## src/rtl/inertial_delay_filter.sv

```systemverilog
// Inertial delay filter: a new input level must persist for DELAY consecutive
// clock samples before it propagates to y; shorter pulses are counted as glitches.
module inertial_delay_filter #(
    parameter int unsigned DELAY = 10,
    parameter int unsigned CNT_W = 8
) (
    input  logic             clk,
    input  logic             rst,
    input  logic             a,
    input  logic             glitch_clr,
    output logic             y,
    output logic             y_rise,
    output logic             y_fall,
    output logic             busy,
    output logic [CNT_W-1:0] glitch_cnt
);

    localparam int unsigned      QW   = (DELAY > 2) ? $clog2(DELAY) : 1;
    localparam logic [QW-1:0]    LAST = QW'(DELAY - 1);
    localparam logic [CNT_W-1:0] GMAX = '1;

    typedef enum logic {
        IDLE = 1'b0,
        PEND = 1'b1
    } state_t;

    state_t           state;
    state_t           state_nx;
    logic [QW-1:0]    qcnt;
    logic [QW-1:0]    qcnt_nx;
    logic             y_nx;
    logic             glitch;
    logic [CNT_W-1:0] gcnt_nx;

    always_ff @(posedge clk) begin
        if (rst) begin
            state      <= IDLE;
            qcnt       <= '0;
            y          <= 1'b0;
            y_rise     <= 1'b0;
            y_fall     <= 1'b0;
            busy       <= 1'b0;
            glitch_cnt <= '0;
        end else begin
            state      <= state_nx;
            qcnt       <= qcnt_nx;
            y          <= y_nx;
            y_rise     <= y_nx & ~y;
            y_fall     <= ~y_nx & y;
            busy       <= (state_nx == PEND);
            glitch_cnt <= gcnt_nx;
        end
    end

    always_comb begin
        state_nx = state;
        qcnt_nx  = qcnt;
        y_nx     = y;
        glitch   = 1'b0;

        unique case (state)
            IDLE: begin
                if (a != y) begin
                    // With DELAY=1 the first differing sample already qualifies.
                    if (DELAY == 1) begin
                        y_nx = a;
                    end else begin
                        state_nx = PEND;
                        qcnt_nx  = QW'(1);
                    end
                end
            end
            PEND: begin
                if (a != y) begin
                    if (qcnt == LAST) begin
                        y_nx     = a;
                        qcnt_nx  = '0;
                        state_nx = IDLE;
                    end else begin
                        qcnt_nx = qcnt + 1'b1;
                    end
                end else begin
                    // Input fell back before qualifying; no new qualification this edge.
                    glitch   = 1'b1;
                    qcnt_nx  = '0;
                    state_nx = IDLE;
                end
            end
        endcase

        if (glitch_clr) begin
            gcnt_nx = '0;
        end else if (glitch && (glitch_cnt != GMAX)) begin
            gcnt_nx = glitch_cnt + 1'b1;
        end else begin
            gcnt_nx = glitch_cnt;
        end
    end

endmodule

```

## config.mk

```make
export PLATFORM = sky130hd
export DESIGN_NAME = inertial_delay_filter
export DESIGN_NICKNAME = d
export VERILOG_FILES = /design/src/rtl/inertial_delay_filter.sv
export SDC_FILE = /design/constraint.sdc
export NUM_CORES = 1
export LEC_CHECK = 0
export CORE_MARGIN = 1.5
export CORE_UTILIZATION = 30
export DETAILED_ROUTE_END_ITERATION = 16
export PLACE_DENSITY = 0.54
export SYNTH_ARGS = -nofsm -noshare
export SYNTH_HDL_FRONTEND = slang
export SYNTH_SLANG_ARGS = --single-unit
```

## constraint.sdc

```tcl
create_clock -name clk -period 2.4 [get_ports clk]
set_input_delay 0.48 -clock clk [delete_from_list [all_inputs] [get_ports clk]]
set_output_delay 0.48 -clock clk [all_outputs]
set_load 0.01 [all_outputs]
```

# Word-level counts from Yosys, hierarchy flattened
# Index checks and enable logic that the tools add are counted.
[word_totals] reg_bits=16 latch_bits=0 ram_bits=0 romBits=0 in_bits=4 output_inout_bits=12 wordCells=32 n_memories=0
[classes] n_addsub=2 n_mul=0 div=0 n_lt_le_gt_ge=0 eq_ne=4 shift=0 muxes=13 bitwise_logic=5 reduce_logical=2
[op_table] operator="$mux W4" n=3
[op_table] operator="$add A8 B1 Y8 const B" n=1
[op_table] operator="$mux W1" n=8
[op_table] operator="$ne A8 B8 Y1 const B" n=1
[op_table] operator="$pmux W4 S2" n=1
[op_table] operator="$add A4 B1 Y4 const B" n=1
[op_table] operator="$eq A4 B4 Y1 const B" n=1
[op_table] operator="$not A1 Y1" n=3
[op_table] operator="$and A1 B1 Y1" n=2
[op_table] operator="$ne A2 B2 Y1 const B" n=1
[op_table] operator="$pmux W1 S2" n=1
[op_table] operator="$reduce_or A2 Y1" n=1
[op_table] operator="$logic_and A1 B1 Y1" n=1
[op_table] operator="$ne A1 B1 Y1" n=1

# Logic depth before layout (Yosys ltp)
[logic_depth] depth_word=6 ltp_mapped=7 mapped_depth_nobuf=6

# Least setup slack after synthesis
# OpenSTA, ideal clock, no wires.
[synth_path] path_kind="in2reg" start="in a" end="reg glitch_cnt[5]" setup_ps=70 arrival_time_ps=1457 slack_ps=873 stages=4 n_path_buf=0 cell_sequence="xnor2_4 o211ai_4 or4_1 a21oi_1"
[synth_between] elab_chain_len=4
[synth_rtl] item="from (decl)" line_no="9" rtl="input logic a,"
[synth_rtl] item="$ne A1 B1 Y1" line_no="74" rtl="if (a != y) begin"
[synth_rtl] item="$mux W1" line_no="74"
[synth_rtl] item="$mux W1" line_no="61" rtl="unique case (state)"
[synth_rtl] item="$logic_and A1 B1 Y1" line_no="93" rtl="end else if (glitch && (glitch_cnt != GMAX)) begin"
[synth_rtl] item="to (signal assigned)" line_no="51" rtl="glitch_cnt <= gcnt_nx;"
[synth_rtl] item="to (decl)" line_no="15" rtl="output logic [CNT_W-1:0] glitch_cnt"
# Every way passes these cells.
# A chain may end at the register's enable or synchronous reset.

# Worst setup path in the final report
# Ends and elaborated chain as after synthesis.

==> impl_results.md <==
* Worst vdd ir at 0.247 mV
* Clock Tree Buf Depth at 2
* CP startpoint kind: input pin
* Pre-Repair DR Iteration Count at 4
* Ys Warns at 0
* Setup TNS at 0 ns
* Vias in the first global route at 618
* Clk_lat worst skew at 0.28 ns
* Crit-path cells: clkdlybuf4s50_1 -> xnor2_4 -> o211ai_4 -> or4_1 -> a21oi_1
* CP max stage cell: clkdlybuf4s50_1
* Synth area leaders: dfxtp_1 (42%), ha_1 (4.9%), a21oi_1 (4.5%)
* Routed wire length per instance at 11.3 um
* Syn avg cell area at 8.86 um^2
* Leakage at 0.000320 uW
* Mapped Area at 771 um^2
* Post-synth EDFFs at 0
* Clk root buf: clkbuf_4
* Total grt overflow at 0
* Antenna violations before repair at 0
* Max stage delay on crit path at 0.56 ns
* PortBufs at 15
* Status: finished, final reports clean
* Post-synth top area cell: dfxtp_1
* Final setup vio count at 0
* Slew Viols, Final at 0
* CP arrival at 2.20 ns
* Die ar. at 2880 um^2
* Syn nets at 94
* Final WS setup at 0.421 ns
* GP Congestion at 0.699
* Critical R2R Capture: glitch_cnt[5]$_SDFFE_PP0P_
* Total Wirelength at 1500 um
* Cell count after synthesis at 87
* Post-CTS Setup Repair Bufs at 0
* Hold Buf Count CTS at 0
* FMAX at 505 MHz
* Required time worst endpoint at 2.62 ns
* Core Area at 2450 um^2
* Sequential area share after synthesis at 41.6%
* Antenna viol nets, final at 0
* CTS H-tree lvls at 1
* MaxCap Viol Count at 0
* CP startpoint: a
* I/O pins at 16
* RSZ-0062 raised after global routing: false
* ANT cells at 0
* Reg2Reg Launch Point: y$_SDFF_PP0_
* R2R cell count at 4
* Slew margin rel. at 74.7%
* Worst Tran Pin Value at 0.379 ns
* DP Worst Slack at 0.140 ns
* Clock Sinks at 16
* Synth top area share at 41.6%
* Share of layout cells above drive strength 1 at 6.86%
* Final period utilization at 82.5%
* Largest net degree at the start of global routing at 11
* Vias/cell at 5.18
* CP endpoint: glitch_cnt[5]$_SDFFE_PP0P_
* Min Tclk post-route at 1.98 ns
* Post-layout util at 39.9%
* Final Hold Fails at 0
* P&R area growth vs syn at 27.1%
* Post-CTS Resized at 0
* CTS tree: built
* CP Capture Type: flop
* Total power at 484 uW
* Reg2reg setup slack at 0.81 ns
* Final HPWL from detailed placement at 1100 um
* Worst hold stages at 2
* Die Span Y at 53.7 um
* Global Route Usage Sum at 12.2%
* DR iter-0 viols at 12
* Dominant synthesized flop cell: dfxtp_1
* Critical Path Fanout Max at 8
* Power Dens Cells at 494 nW/um^2
* Worst hold path class: flop to flop
* Register bit total from synthesis at 16
* DR vias at 684
* Setup Crit Path Kind: input pin to flop
* DRC errors left at 0
* Post-synthesis cell type count at 29
* Clock Skew at 0.00295 ns
* First-pass GRT wire length at 2620 um
* Cell Rows at 18
* Asr flop ratio synth at 0%
* Nets at 110
* TritonCTS buffer count at 3
* Width of the die at 53.7 um
* Initial Util at 31.4%
* Clk slew on worst S/H paths at 0.10 ns
-- critical path, delay by kind of cell --
family                 cells  cell delay [ns]
buffers and inverters      1             0.56
AND/OR/NAND/NOR            1             0.50
XOR/XNOR                   1             0.34
AO/OA/AOI/OAI              2             0.32
-- stage by stage --
step                std cells  instance area, um^2  hold slack, ns
global route              132                  980           0.548
detailed placement        128                  943           0.489
CTS                       132                  980           0.506
floorplan                  87                  771           0.463
finish                    132                  980           0.501
global placement          128                  943           0.485
-- area by class of cell --
class / instances / area [um^2]
sequential: 16 / 320
timing repair buffer: 15 / 150
tap: 30 / 37.5
clock buffer: 4 / 36.3
multi-input combinational: 65 / 428
inverter: 2 / 7.51
fill: 268 / 1480
-- kinds of logic after synthesis --
| family | synth area share [%] |
|---|---|
| muxes | 1.30 |
| and+or+nand+nor | 26.5 |
| xor gates and xnor gates | 6.98 |
| buffers and inverters | 2.92 |
| AOI/OAI and AO/OA | 15.9 |
| DFF | 41.6 |
| adders and majority gates | 4.87 |
-- worst min-delay path by stage --
| stage | from | endpoint | slack, ns |
|---|---|---|---|
| 6_report | qcnt[3]$_SDFFE_PP0P_ | qcnt[3]$_SDFFE_PP0P_ | 0.50 |
| 5_1_grt | glitch_cnt[5]$_SDFFE_PP0P_ | glitch_cnt[5]$_SDFFE_PP0P_ | 0.55 |
| 4_1_cts | qcnt[3]$_SDFFE_PP0P_ | qcnt[3]$_SDFFE_PP0P_ | 0.51 |
| 3_5_place_dp | qcnt[3]$_SDFFE_PP0P_ | qcnt[3]$_SDFFE_PP0P_ | 0.49 |
| 3_3_place_gp | qcnt[3]$_SDFFE_PP0P_ | qcnt[3]$_SDFFE_PP0P_ | 0.48 |
| 2_1_floorplan | qcnt[3]$_SDFFE_PP0P_ | qcnt[3]$_SDFFE_PP0P_ | 0.46 |
-- cell usage in the layout, fill, tap and decap left out, types with 3 or more instances in the layout --
cell and count:
a21oi_1 7, nand3_1 5, dfxtp_1 16, clkbuf_4 3, or3_1 3, nor4_1 3, nand2_1 8, nor2_1 9
xor2_1 3, clkdlybuf4s50_1 15, o21ai_0 4, ha_1 3
-- report_power, final --
| group | internal [uW] | total [uW] | switching, uW |
|---|---|---|---|
| clock | 92.2 | 177 | 85.2 |
| sequential | 268 | 274 | 5.10 |
| combinational | 15.3 | 33.2 | 17.8 |
-- sequential cells by signal, summed over array words and instances, names as in the netlist --
signal / cells
glitch_cnt: 8
qcnt: 4
state: 1
y: 1
y_fall: 1
y_rise: 1
-- routing by layer --
metal / GRT usage [%] / wire length (um)
met4: 3.85 / 7
met5: 0 / 0
met2: 19.7 / 693
met3: 2.50 / 56
met1: 16.2 / 739
-- cells in the mapped netlist, types with 2 or more instances --
cell,count
clkbuf_1,4
nor4_1,3
xor2_1,3
nand2_1,8
nand3_1,5
dfxtp_1,16
a21oi_1,7
nor4b_1,2
ha_1,3
o21ai_0,4
inv_1,2
nor3_1,2
or4_1,2
nor2_1,9
or3_1,3
Power figures use the tool's default switching activity.
